**config.mk**
```make
export PLATFORM = sky130hd
export DESIGN_NAME = instr_sequencer
export DESIGN_NICKNAME = d
export VERILOG_FILES = /design/src/rtl/simple_cpu_pkg.sv /design/src/rtl/instr_prog_mem.sv /design/src/rtl/instr_sequencer.sv
export SDC_FILE = /design/constraint.sdc
export NUM_CORES = 1
export LEC_CHECK = 0
export BUFFER_PORTS_ARGS = -buffer_cell sky130_fd_sc_hd__buf_2
export CORE_ASPECT_RATIO = 0.75
export CORE_MARGIN = 2
export CORE_UTILIZATION = 57
export DETAILED_ROUTE_END_ITERATION = 8
export HOLD_SLACK_MARGIN = 0.02
export PLACE_DENSITY = 0.81
export SKIP_CTS_REPAIR_TIMING = 1
export SLEW_MARGIN = 20
export SYNTH_ARGS = -nofsm -noshare
export SYNTH_HDL_FRONTEND = slang
export SYNTH_SLANG_ARGS = --single-unit
export TNS_END_PERCENT = 100
```
**constraint.sdc**
```tcl
create_clock -name clk -period 4.6 [get_ports clk]
set_input_delay 0.69 -clock clk [delete_from_list [all_inputs] [get_ports clk]]
set_output_delay 0.69 -clock clk [all_outputs]
set_load 0.01 [all_outputs]
```
**src/rtl/simple_cpu_pkg.sv**
```systemverilog
// rtl/simple_cpu_pkg.sv - shared opcode classes, field positions and sequencer states
package simple_cpu_pkg;

  localparam logic [1:0] CLS_NOP   = 2'b00;
  localparam logic [1:0] CLS_ALU   = 2'b01;
  localparam logic [1:0] CLS_LOAD  = 2'b10;
  localparam logic [1:0] CLS_STORE = 2'b11;

  localparam int CLS_HI    = 19;
  localparam int CLS_LO    = 18;
  localparam int X1_HI     = 17;
  localparam int X1_LO     = 16;
  localparam int X2_HI     = 15;
  localparam int X2_LO     = 14;
  localparam int X3_HI     = 13;
  localparam int X3_LO     = 12;
  localparam int IMM_HI    = 11;
  localparam int IMM_LO    = 4;
  localparam int FUNCT_BIT = 0;

  localparam int CNT_W = 16;

  typedef enum logic [1:0] {
    ST_IDLE   = 2'd0,
    ST_HOLD   = 2'd1,
    ST_FINISH = 2'd2
  } seq_state_t;

  // A configured hold of zero would make an entry invisible, so it is promoted to one cycle.
  function automatic int unsigned at_least_one(input int unsigned v);
    return (v == 0) ? 1 : v;
  endfunction

endpackage

```
**src/rtl/instr_prog_mem.sv**
```systemverilog
// rtl/instr_prog_mem.sv - program store, synchronous write, combinational read
module instr_prog_mem #(
  parameter int WIDTH     = 20,
  parameter int ADDR_BITS = 4
) (
  input  logic                 clk,
  input  logic                 we,
  input  logic [ADDR_BITS-1:0] waddr,
  input  logic [WIDTH-1:0]     wdata,
  input  logic [ADDR_BITS-1:0] raddr,
  output logic [WIDTH-1:0]     rdata
);

  logic [WIDTH-1:0] mem [2**ADDR_BITS];

  always_ff @(posedge clk) begin
    if (we) begin
      mem[waddr] <= wdata;
    end
  end

  assign rdata = mem[raddr];

endmodule

```
**src/rtl/instr_sequencer.sv**
```systemverilog
// rtl/instr_sequencer.sv - issues stored instructions to simple_cpu, each held for its class hold count
module instr_sequencer
  import simple_cpu_pkg::*;
#(
  parameter int INSTR_WIDTH    = 20,
  parameter int PROG_ADDR_BITS = 4,
  parameter int ALU_HOLD       = 3,
  parameter int STORE_HOLD     = 3,
  parameter int LOAD_HOLD      = 4,
  parameter int NOP_HOLD       = 1
) (
  input  logic                      clk,
  input  logic                      rst,
  input  logic                      prog_we,
  input  logic [PROG_ADDR_BITS-1:0] prog_addr,
  input  logic [INSTR_WIDTH-1:0]    prog_data,
  input  logic [PROG_ADDR_BITS:0]   prog_len,
  input  logic                      start,
  input  logic                      abort,
  output logic [INSTR_WIDTH-1:0]    instruction,
  output logic                      instr_valid,
  output logic [PROG_ADDR_BITS-1:0] pc,
  output logic                      busy,
  output logic                      done
);

  localparam int DEPTH = 2**PROG_ADDR_BITS;
  localparam int LEN_W = PROG_ADDR_BITS + 1;

  seq_state_t                state;
  seq_state_t                state_nxt;
  logic [CNT_W-1:0]          cnt;
  logic [CNT_W-1:0]          hold_m1;
  logic [LEN_W-1:0]          len;
  logic [LEN_W-1:0]          eff_len;
  logic [PROG_ADDR_BITS-1:0] rd_addr;
  logic [INSTR_WIDTH-1:0]    rd_word;
  logic                      last_entry;
  logic                      mem_we;

  // Store is frozen while a program runs so the issued sequence stays coherent.
  assign mem_we = prog_we && (state == ST_IDLE);

  instr_prog_mem #(
    .WIDTH     (INSTR_WIDTH),
    .ADDR_BITS (PROG_ADDR_BITS)
  ) u_mem (
    .clk   (clk),
    .we    (mem_we),
    .waddr (prog_addr),
    .wdata (prog_data),
    .raddr (rd_addr),
    .rdata (rd_word)
  );

  assign rd_addr    = (state == ST_HOLD) ? pc + PROG_ADDR_BITS'(1) : '0;
  assign eff_len    = (prog_len > LEN_W'(DEPTH)) ? LEN_W'(DEPTH) : prog_len;
  assign last_entry = ({1'b0, pc} == len - LEN_W'(1));

  always_comb begin
    hold_m1 = '0;
    case (rd_word[INSTR_WIDTH-1 -: 2])
      CLS_ALU:   hold_m1 = CNT_W'(at_least_one(ALU_HOLD) - 1);
      CLS_LOAD:  hold_m1 = CNT_W'(at_least_one(LOAD_HOLD) - 1);
      CLS_STORE: hold_m1 = CNT_W'(at_least_one(STORE_HOLD) - 1);
      CLS_NOP:   hold_m1 = CNT_W'(at_least_one(NOP_HOLD) - 1);
      default:   hold_m1 = '0;
    endcase
  end

  always_ff @(posedge clk or negedge rst) begin
    if (!rst) begin
      state <= ST_IDLE;
    end else begin
      state <= state_nxt;
    end
  end

  always_comb begin
    state_nxt = state;
    if (abort) begin
      state_nxt = ST_IDLE;
    end else begin
      case (state)
        ST_IDLE: begin
          if (start) begin
            state_nxt = (prog_len == '0) ? ST_FINISH : ST_HOLD;
          end
        end
        ST_HOLD: begin
          if (cnt == '0 && last_entry) begin
            state_nxt = ST_FINISH;
          end
        end
        ST_FINISH: state_nxt = ST_IDLE;
        default:   state_nxt = ST_IDLE;
      endcase
    end
  end

  always_comb begin
    busy = (state == ST_HOLD);
    done = (state == ST_FINISH);
  end

  always_ff @(posedge clk or negedge rst) begin
    if (!rst) begin
      instruction <= '0;
      instr_valid <= 1'b0;
      pc          <= '0;
      cnt         <= '0;
      len         <= '0;
    end else if (abort) begin
      instruction <= '0;
      instr_valid <= 1'b0;
      cnt         <= '0;
    end else begin
      case (state)
        ST_IDLE: begin
          if (start && prog_len != '0) begin
            instruction <= rd_word;
            instr_valid <= 1'b1;
            pc          <= '0;
            cnt         <= hold_m1;
            len         <= eff_len;
          end
        end
        ST_HOLD: begin
          if (cnt != '0) begin
            cnt <= cnt - CNT_W'(1);
          end else if (!last_entry) begin
            pc          <= rd_addr;
            instruction <= rd_word;
            cnt         <= hold_m1;
          end else begin
            instruction <= '0;
            instr_valid <= 1'b0;
          end
        end
        default: ;
      endcase
    end
  end

endmodule
```
==> flow_summary.ini <==
[route]
ant_nets = 0
drt_wl_total_mm = 34.6
post_drt_wl_per_cell_um = 23.7
vias_per_cell = 6.38
drt_iter0_drc = 1206
first_pass_iters = 6
vias = 9323
drcViolationCount = 0

[setup_path]
start_kind = flip-flop
end_kind = flip-flop
crit_fanout = 28
reg2regPathDepth = 7
worstSetupStartpoint = state[0]$_DFFE_PN0P_
arrival_ns = 3.57
r2r_slack_ns = 1.44
critPathRequiredTime_ns = 5.01
worst-setup-path-type = flip-flop to flip-flop
crit_slowest_cell = dfrtp_1
crit_chain = nand2b_1, inv_4, and2_2, buf_4, a21oi_1, a221o_1, a32o_1
reg2reg_from = state[0]$_DFFE_PN0P_
rr_endpoint = instruction[6]$_DFFE_PN0P_
slowest_delay_ns = 0.67
crit_path_end = instruction[6]$_DFFE_PN0P_
cpLargestDelayFamily = simple AND/OR/NAND/NOR gates
crit_buf_inv = 2
cp_num_cells = 7

[sta]
rsz0062_at_grt = no
max-slew-margin-rel = 0.349
fin_crit_ns = 3.16
tightest_slew_ns = 0.976
tns_ns = 0
finalSetupViolCount = 0
finClkSkew_ns = 0.0140
finalCritPeriodShare = 0.687
slew_viol_final = 0
timing.final.hold_violations = 0
max_freq_mhz = 317

[clock_network]
clock-sinks = 368
clk_pin_slew_ns = 0.06
cts_root_buf = clkbuf_16
clkLatencyLatePin_ns = 0.52
cts_made_buffers = 35
htreeDepth = 2
cts_tree = built
cts_buffer_depth = 3

[synth]
netlist.top_cell.by_area = edfxtp_1
synth.avg_cell_area_um2 = 14.6
syn_area_um2 = 15000
synth_top_area_share = 0.640
postSynthCellCount = 1031
synthesis.nets = 1069
synth_area_leaders = edfxtp_1 64%, dfrtp_1 8.0%, mux2i_1 3.6%
synth_edf_count = 320
ys_seq_area_frac = 0.720
yosys_warnings = 0
synth_cell_types = 68
synth-main-ff-cell = edfxtp_1
ys_ff_latch = 368
postSynth.asyncResetShare = 0.130

[power_and_ir_drop]
ir_drop_v = 0.000333
pwr-share-clk = 0.325
power_frac_seq = 0.439
p_sw_frac = 0.295
power_uw = 8980
pwr-share-comb = 0.236
p_leak_uw = 0.00594
pwr_density_cell_nw_per_um2 = 531
p_int_uw = 6330
switching_power_uw = 2650

[run_status]
status = completed

[floorplanning]
io_pins = 61
initial_utilization = 0.580
fp.dieW_um = 191
dieArea_um2 = 27700
core_um2 = 25900
die_y_um = 145
rows = 51

[grt]
grt_antenna_before_repair = 0
gr-total-overflow = 0
grt_pass1_vias = 8978
grt_pass1_wl_mm = 52.3
grt_max_degree = 53
grt.total_usage = 0.256

[placement]
post-place-cells = 1397
port_buffers = 60
gp_congestion = 0.853
dp_hpwl_mm = 19.3

[finish]
syn2layout_area_growth_pct = 12.6
stdcell_count = 1461
final_layout_size_suffix_gt1_frac = 0.184
diodes = 0
nets = 1128

[worst_hold_path]
min_path_type = primary input to asynchronous set/reset pin

[flow_run]
cap_violations = 0
-- registers in the layout (all words and copies together) (netlist names) --
name / count
instr_valid: 1
instruction: 20
cnt: 16
pc: 4
state: 2
u_mem.mem: 320
len: 5
-- worst min-delay path by stage --
stage	slack (ns)	cells past startpoint	end	start
final	0.31	2	cnt[11]$_DFFE_PN0P_	rst
after global routing	0.35	2	instruction[16]$_DFFE_PN0P_	rst
after detailed placement	0.47	1	instruction[19]$_DFFE_PN0P_	instruction[19]$_DFFE_PN0P_
after global placement	0.46	1	instruction[19]$_DFFE_PN0P_	instruction[19]$_DFFE_PN0P_
after floorplan	0.39	0	cnt[0]$_DFFE_PN0P_	rst
after CTS	0.32	2	instruction[4]$_DFFE_PN0P_	rst
-- per-layer routing --
metal,vias to the layer above,part of all wire,global-route usage
li1,4107,-,-
met1,4650,0.42,0.373
met2,508,0.47,0.401
met3,58,0.092,0.0410
met4,0,0.020,0.0798
met5,-,0,0
-- area by class of cell --
type / instances / area (um^2)
flip-flops and latches: 368 / 10800
fillers: 1817 / 9000
multi-input cells: 592 / 3940
clock buffers: 52 / 1030
repair buffers: 86 / 508
well taps: 344 / 430
clock inverters: 12 / 149
inverters: 7 / 28.8
-- cell families after synthesis --
logic type | count (synthesis) | synth area share
buffers and inverters | 71 | 0.0232
adders and majority gates | 4 | 0.00333
AOI/OAI and AO/OA | 217 | 0.101
muxes | 81 | 0.0562
xor gates and xnor gates | 12 | 0.00700
DFF | 368 | 0.720
and+or+nand+nor | 278 | 0.0890
-- cells in the mapped netlist, types with 2 or more instances --
cell type  number
a2111oi_0       3
a211o_1         2
a211oi_1        2
a21oi_1        63
a221o_1        14
a221oi_1       17
a31oi_1         2
a32o_1         11
and2_0          2
and2_1          4
buf_2          18
buf_4          13
clkbuf_1       31
dfrtp_1        48
edfxtp_1      320
ha_1            4
inv_1           6
mux2_2         26
mux2i_1        54
nand2_1       129
nand2b_1       12
nand3_1        55
nand3b_1        3
nand4b_1        2
nor2_1         31
nor3_1         10
nor4_1          5
nor4_2          2
nor4b_1         3
o211ai_1        4
o21ai_0        28
o21ai_1         5
o21ai_2         4
o21ba_1         3
o221ai_1       11
o22ai_1        23
o31a_1          2
o31ai_1        11
or2_2           2
or3_1           4
or4_1           5
xnor2_1         4
xor2_1          8
-- worst register-to-register path, stage by stage, from the launching register on --
cell      delay [ns]
dfrtp_1         0.67
nand2b_1        0.40
inv_4           0.20
and2_2          0.55
buf_4           0.46
a21oi_1         0.12
a221o_1         0.39
a32o_1          0.27
-- metrics by stage --
step / hold WS [ns] / utilization / worst slack [ns] / area (um^2)
after floorplan: 0.394 / - / 1.61 / 15000
after global placement: 0.461 / 0.607 / 1.64 / 15700
after detailed placement: 0.472 / 0.607 / 1.51 / 15700
after CTS: 0.320 / 0.652 / 1.51 / 16900
after global routing: 0.348 / 0.652 / 1.33 / 16900
final: 0.311 / 0.652 / 1.44 / 16900
-- layout by cell type (no fill, tap or decap), types with 5 or more instances in the layout --
cell and n:
buf_2 60, a221oi_1 17, clkinv_2 6, nor2_2 11, o21ai_1 5, o221ai_1 11
nand2b_1 10, mux2i_1 54, clkbuf_16 36, clkbuf_1 9, o22ai_1 23, nand3_1 55
nor3_1 6, dfrtp_1 47, a32o_1 11, a221o_1 14, or4_1 5, inv_1 6
edfxtp_1 320, nand2_1 129, xor2_1 8, o31ai_1 11, mux2_2 26, nor3_2 5
nor2_1 17, nor4_1 5, buf_4 25, a21oi_1 62, o21ai_0 28, clkbuf_8 7
-- power by group through the flow --
stage,Clock [uW],Sequential [uW],Combinational [uW]
after floorplan,0,3980,1550
after global placement,0,4000,2040
after detailed placement,0,4000,2090
after CTS,2950,3940,2110
after global routing,3080,3960,2300
final,2920,3940,2120
Note: power is estimated with default switching activity, not from simulation.
